File: src/rtl/data_cache_pkg.sv
// Shared types and helpers for the data cache.
// Holds the FSM state constants, the big-endian byte-array word type used on
// the core and memory ports, and conversions between that type and a flat word.
package data_cache_pkg;

    localparam int unsigned WORD_W  = 32;
    localparam int unsigned STATE_W = 2;

    // FSM state encoding
    localparam logic [STATE_W-1:0] ST_IDLE  = 2'd0;
    localparam logic [STATE_W-1:0] ST_FILL  = 2'd1;
    localparam logic [STATE_W-1:0] ST_WRITE = 2'd2;
    localparam logic [STATE_W-1:0] ST_DONE  = 2'd3;

    // Byte [0] is the most significant byte of the word
    typedef logic [0:3][7:0] word_bytes_t;

    function automatic logic [WORD_W-1:0] pack_word(input word_bytes_t b);
        return {b[0], b[1], b[2], b[3]};
    endfunction

    function automatic word_bytes_t unpack_word(input logic [WORD_W-1:0] w);
        word_bytes_t b;
        b[0] = w[31:24];
        b[1] = w[23:16];
        b[2] = w[15:8];
        b[3] = w[7:0];
        return b;
    endfunction

endpackage

File: src/rtl/cache_line_store.sv
// Valid/tag/data arrays for a direct-mapped cache.
// Ports:
//   clk, rst_b        clock, async active-low reset (clears valid bits only)
//   rd_idx            asynchronous read index
//   rd_valid/tag/data line contents at rd_idx
//   wr_en             synchronous write strobe
//   wr_idx/tag/data   write target and payload
//   wr_set_valid      mark the line valid on this write
//   wr_data_only      update data only; tag and valid untouched
module cache_line_store
    import data_cache_pkg::*;
#(
    parameter int unsigned NUM_LINES = 8,
    parameter int unsigned IDX_W     = 3,
    parameter int unsigned TAG_W     = 27
) (
    input  logic              clk,
    input  logic              rst_b,
    input  logic [IDX_W-1:0]  rd_idx,
    output logic              rd_valid,
    output logic [TAG_W-1:0]  rd_tag,
    output logic [WORD_W-1:0] rd_data,
    input  logic              wr_en,
    input  logic [IDX_W-1:0]  wr_idx,
    input  logic [TAG_W-1:0]  wr_tag,
    input  logic [WORD_W-1:0] wr_data,
    input  logic              wr_set_valid,
    input  logic              wr_data_only
);

    logic [NUM_LINES-1:0] valid_q;
    logic [TAG_W-1:0]     tag_q  [NUM_LINES];
    logic [WORD_W-1:0]    data_q [NUM_LINES];

    // Valid bits: the only reset state in the arrays
    always_ff @(posedge clk or negedge rst_b) begin
        if (!rst_b) begin
            valid_q <= '0;
        end else if (wr_en && wr_set_valid && !wr_data_only) begin
            valid_q[wr_idx] <= 1'b1;
        end
    end

    // Tag and data arrays, no reset
    always_ff @(posedge clk) begin
        if (wr_en) begin
            data_q[wr_idx] <= wr_data;
            if (!wr_data_only) begin
                tag_q[wr_idx] <= wr_tag;
            end
        end
    end

    assign rd_valid = valid_q[rd_idx];
    assign rd_tag   = tag_q[rd_idx];
    assign rd_data  = data_q[rd_idx];

endmodule

File: src/rtl/data_cache.sv
// Direct-mapped, write-through, no-write-allocate data cache.
// Ports:
//   clk, rst_b                    clock, async active-low reset
//   halted                        core halted; blocks new transactions
//   cpu_addr/rd_en/wr_en/wdata    core data-port request (held while stalled)
//   cpu_rdata                     load data (valid on a load hit in IDLE)
//   cpu_stall                     combinational stall to the core
//   mem_req/we/addr/wdata         registered backing-memory request
//   mem_rdata, mem_ack            backing-memory response
module data_cache
    import data_cache_pkg::*;
#(
    parameter int unsigned NUM_LINES = 8,
    parameter int unsigned IDX_W     = $clog2(NUM_LINES)
) (
    input  logic            clk,
    input  logic            rst_b,
    input  logic            halted,
    input  logic [31:0]     cpu_addr,
    input  logic            cpu_rd_en,
    input  logic            cpu_wr_en,
    input  logic [0:3][7:0] cpu_wdata,
    output logic [0:3][7:0] cpu_rdata,
    output logic            cpu_stall,
    output logic            mem_req,
    output logic            mem_we,
    output logic [31:0]     mem_addr,
    output logic [0:3][7:0] mem_wdata,
    input  logic [0:3][7:0] mem_rdata,
    input  logic            mem_ack
);

    localparam int unsigned TAG_W = WORD_W - IDX_W - 2;

    logic [IDX_W-1:0]   idx;
    logic [TAG_W-1:0]   tag;
    logic               line_valid;
    logic [TAG_W-1:0]   line_tag;
    logic [WORD_W-1:0]  line_data;
    logic               hit;

    logic [STATE_W-1:0] state_q;
    logic [STATE_W-1:0] state_d;
    logic               ls_wr_en;
    logic               ls_set_valid;
    logic               ls_data_only;
    logic [WORD_W-1:0]  ls_wr_data;

    // Byte offset is meaningless for a word-granular cache
    logic               unused_addr_lsbs;
    assign unused_addr_lsbs = ^cpu_addr[1:0];

    assign idx = cpu_addr[IDX_W+1:2];
    assign tag = cpu_addr[31:IDX_W+2];
    assign hit = line_valid && (line_tag == tag);

    cache_line_store #(
        .NUM_LINES (NUM_LINES),
        .IDX_W     (IDX_W),
        .TAG_W     (TAG_W)
    ) u_store (
        .clk          (clk),
        .rst_b        (rst_b),
        .rd_idx       (idx),
        .rd_valid     (line_valid),
        .rd_tag       (line_tag),
        .rd_data      (line_data),
        .wr_en        (ls_wr_en),
        .wr_idx       (idx),
        .wr_tag       (tag),
        .wr_data      (ls_wr_data),
        .wr_set_valid (ls_set_valid),
        .wr_data_only (ls_data_only)
    );

    // Line data is always presented; it is meaningful only on a load hit
    assign cpu_rdata = unpack_word(line_data);

    // State register
    always_ff @(posedge clk or negedge rst_b) begin
        if (!rst_b) begin
            state_q <= ST_IDLE;
        end else begin
            state_q <= state_d;
        end
    end

    // Next state, stall and line-store write control
    always_comb begin
        state_d      = state_q;
        cpu_stall    = 1'b0;
        ls_wr_en     = 1'b0;
        ls_set_valid = 1'b0;
        ls_data_only = 1'b0;
        ls_wr_data   = pack_word(mem_rdata);
        case (state_q)
            ST_IDLE: begin
                if (!halted) begin
                    // Store takes priority over a simultaneous load
                    if (cpu_wr_en) begin
                        cpu_stall = 1'b1;
                        state_d   = ST_WRITE;
                    end else if (cpu_rd_en && !hit) begin
                        cpu_stall = 1'b1;
                        state_d   = ST_FILL;
                    end
                end
            end
            ST_FILL: begin
                cpu_stall = 1'b1;
                if (mem_ack) begin
                    ls_wr_en     = 1'b1;
                    ls_set_valid = 1'b1;
                    state_d      = ST_IDLE;
                end
            end
            ST_WRITE: begin
                cpu_stall = 1'b1;
                if (mem_ack) begin
                    // Write-through: refresh the line only if already resident
                    ls_wr_en     = hit;
                    ls_data_only = 1'b1;
                    ls_wr_data   = pack_word(cpu_wdata);
                    state_d      = ST_DONE;
                end
            end
            ST_DONE: begin
                state_d = ST_IDLE;
            end
            default: begin
                state_d = ST_IDLE;
            end
        endcase
    end

    // Memory-side request registers; address/data captured when leaving IDLE
    always_ff @(posedge clk or negedge rst_b) begin
        if (!rst_b) begin
            mem_req   <= 1'b0;
            mem_we    <= 1'b0;
            mem_addr  <= '0;
            mem_wdata <= '0;
        end else begin
            mem_req <= (state_d == ST_FILL) || (state_d == ST_WRITE);
            mem_we  <= (state_d == ST_WRITE);
            if ((state_q == ST_IDLE) && (state_d != ST_IDLE)) begin
                mem_addr  <= {cpu_addr[31:2], 2'b00};
                mem_wdata <= cpu_wdata;
            end
        end
    end

endmodule
File: config.mk
export PLATFORM = sky130hd
export DESIGN_NAME = data_cache
export DESIGN_NICKNAME = d
export VERILOG_FILES = /design/src/rtl/data_cache_pkg.sv /design/src/rtl/cache_line_store.sv /design/src/rtl/data_cache.sv
export SDC_FILE = /design/constraint.sdc
export NUM_CORES = 1
export LEC_CHECK = 0
export ABC_AREA = 1
export CAP_MARGIN = 20
export CORE_ASPECT_RATIO = 1.75
export CORE_UTILIZATION = 57
export CTS_CLUSTER_DIAMETER = 30
export DETAILED_ROUTE_END_ITERATION = 8
export GPL_TIMING_DRIVEN = 1
export PLACE_DENSITY = 0.84
export SYNTH_ARGS = -nofsm -noshare
export SYNTH_HDL_FRONTEND = slang
export SYNTH_SLANG_ARGS = --single-unit
File: constraint.sdc
create_clock -name clk -period 4.1 [get_ports clk]
set_clock_uncertainty 0.1 [all_clocks]
set_input_delay 0.82 -clock clk [delete_from_list [all_inputs] [get_ports clk]]
set_output_delay 0.82 -clock clk [all_outputs]
set_load 0.02 [all_outputs]
==> metrics.txt <==
Setup crit end kind primary output; share of layout cells above drive strength 1 14.0%; worst skew pair latency about 0.60 ns; Layout Nets 2287; critical path's top delay family simple AND/OR/NAND/NOR gates; Worst Path Arrival 3.11 ns; Worst Max-Slew Pin Slew 1.03 ns; grt total ovfl 0; num rows between 90 and 100; Die X 151 µm; total wire length 55700 µm; root buf cell clkbuf_16; antenna violations before repair 1; Worst EP required 3.18 ns; WS Path Type primary input to primary output; final hold violations 0; clock transition at the registers of the reported paths 0.06 ns; outcome completed; largest net degree at the start of global routing 75; DPL Wire Length between 30000 and 40000 µm; GRT Total Usage ~29%; most frequent CP cell nand2_1; cell taking the most area after synthesis edfxtp_1; Synth Flop Type edfxtp_1; DR DRC count 0; Async SR Flop Fraction 13.6%; CP bufs+invs 4; ANT nets after route 0; CTS tree done; Synth top area share 64.4%; synth warn 0; drt wl/cell ~20 µm; Sink Count 546; Core Util, Final 74.2%; Peak Freq 248 MHz; Total Neg Setup Slack 0 ns; Worst Path Max Fanout 13; worst-case reg-to-reg path depth 20; ant diodes 0; Post-synth EDFFs 472; crit path launch type primary input; Relative slew margins 30.8%; fin crit share 98.3%; max_cap viols 0; Unique masters post-synth 36; H-tree levels 2; crit path time final 4.03 ns; Pleak between 10 and 15 nW; CTS Buffer Depth 3; setup violators final 0; Port Buffer Count slightly below 200; average cell area after synthesis 11.9 µm²; Hold Buf Count CTS 0; reg-to-reg critical path endpoint mem_wdata[18]$_DFFE_PN0P_; vias in the first global route 15.9k; Power Density 553 nW/µm²; RSZ-0062 raised after global routing true; first-pass GRT wire length 84000 µm; worst r2r src u_store.tag_q[5][19]$_DFFE_PP_; Slowest Stage Delay on Critical Path 0.27 ns; Post-Syn Instances 1855; Top Ports 201; Final Max Slew Viols 0; vias 15.5k; cell area after synthesis 22000 µm²; area delta synth->final 27.6%; Synth Register Bits 546; Core ar. around 38000 µm²; 1st-pass router iterations 5; Crit-path slowest cell dlygate4sd2_1; peak supply drop ~0.48 mV; R2R setup slack 0.88 ns; Die Y 262 µm; area of the die about 39000 µm²; CP Cell Sequence dlygate4sd2_1 -> buf_12 -> nor2_4 -> buf_12 -> nand3_1 -> nand2_1 -> nor2_1 -> nor2_1 -> nor2_1 -> nand2_1 -> nor2_1 -> nand2_1 -> nor2_2 -> nand2_1 -> nand2_2 -> nand2_1 -> nand2_1 -> a21oi_1 -> buf_4; Synth area leaders edfxtp_1 (64%), dfrtp_1 (8.4%), nand2_1 (7.8%); starting density of the core between 50% and 60%; Worst Hold Class primary input to asynchronous set/reset pin; CTS buffer count 61; drt via density 5.71; Final Wtd Congestion a little over 0.8; Iter 0 DRT Violations 1333; proportion of synthesized chip area in sequential cells 72.8%
## through the flow
step	power [W]	cell area, µm²	hold WS [ns]	std cells	setup slack (ns)
global route	0.0161	28100	0.0347	2712	-0.0806
global placement	0.00991	25800	0.337	2585	-0.208
floorplan	0.00851	22000	0.324	1856	-0.0740
finish	0.0155	28100	0.0223	2712	0.0681
detailed placement	0.0101	25800	0.350	2585	-0.369
CTS	0.0156	28000	0.353	2710	0.0673
## worst max path at each step
stage	start	endpoint	slack, ns	depth (start not counted)
3_5_place_dp	cpu_addr[3]	mem_wdata[18]$_DFFE_PN0P_	-0.37	24
3_3_place_gp	cpu_addr[3]	mem_addr[21]$_DFFE_PN0P_	-0.21	24
4_1_cts	cpu_addr[3]	cpu_rdata[8]	0.07	12
6_report	cpu_addr[3]	cpu_stall	0.07	19
5_1_grt	cpu_addr[4]	cpu_stall	-0.08	22
2_1_floorplan	cpu_addr[2]	u_store.data_q[0][0]$_DFFE_PP_	-0.07	14
## per-layer routing
layer,wire length (µm),track usage (%),share of wire [%]
met5,11,0,0.020
met4,2700,15.3,4.9
met3,4440,3.58,8.0
met2,29800,53.3,54
met1,18700,31.4,34
## state kept, by name, summed over array words and instances (netlist names)
signal           count
u_store.data_q     256
state_q              2
mem_wdata           32
mem_req              1
u_store.valid_q      8
mem_we               1
u_store.tag_q      216
mem_addr            30
## cell type report
cell class	instances	area [µm²]
clock buffer	67	1570
clock inverter	49	556
fill	2245	9780
inverter	254	953
multi-input combinational	973	4750
sequential	546	16000
tap	480	601
timing repair buffer	343	3630
## power by group
part	internal (W)	total [W]	switching (W)	leakage, nW
Combinational	0.00126	0.00314	0.00188	5.16
Sequential	0.00666	0.00686	0.000209	5.15
Clock	0.00314	0.00553	0.00239	1.03
Total	0.0111	0.0155	0.00447	11.3
## layout by cell type (no fill, tap or decap), drive strengths merged, types with 15 or more instances in the layout
master / count
a221oi: 32
a22oi: 39
buf: 150
clkbuf: 68
clkdlybuf4s50: 184
clkinv: 22
dfrtp: 74
edfxtp: 472
inv: 274
nand2: 460
nand3: 87
nand4: 27
nor2: 115
o21ai: 126
o2bb2ai: 15
or2: 17
## cells in the mapped netlist, types with 7 or more instances
cell       number
edfxtp_1      472
a221oi_1       32
a22oi_1        39
inv_1         251
nor3_1          8
o21ai_1         8
dfrtp_1        74
a32o_1          7
o2bb2ai_1      15
buf_2          28
o21ai_0       117
or2_2          11
nand4_1        27
a21oi_1         8
clkbuf_1       45
nor2_1        112
nand2_1       458
nand3_1        87
## timing repair
action                                  CTS  global route
setup buffers                             8             0
gates cloned                              1             1
resized for setup                         9             9
endpoints found under the setup margin   30             6
pin swaps                                 2             0
## cell families (layout without fill, tap and decap cells)
logic type               Yosys count  count (layout)  synth area share [%]
AND/OR/NAND/NOR                  719             719                  13.5
flip-flops                       546             546                  72.8
buffers and inverters            337             713                  6.01
AO/OA/AOI/OAI                    239             239                  7.01
adder cells (fa/ha/maj)            6               6                 0.341
multiplexers                       6               6                 0.307
other                              1               2                0.0170
XOR/XNOR                           1               1                0.0398
(Power assumes the default switching activity.)
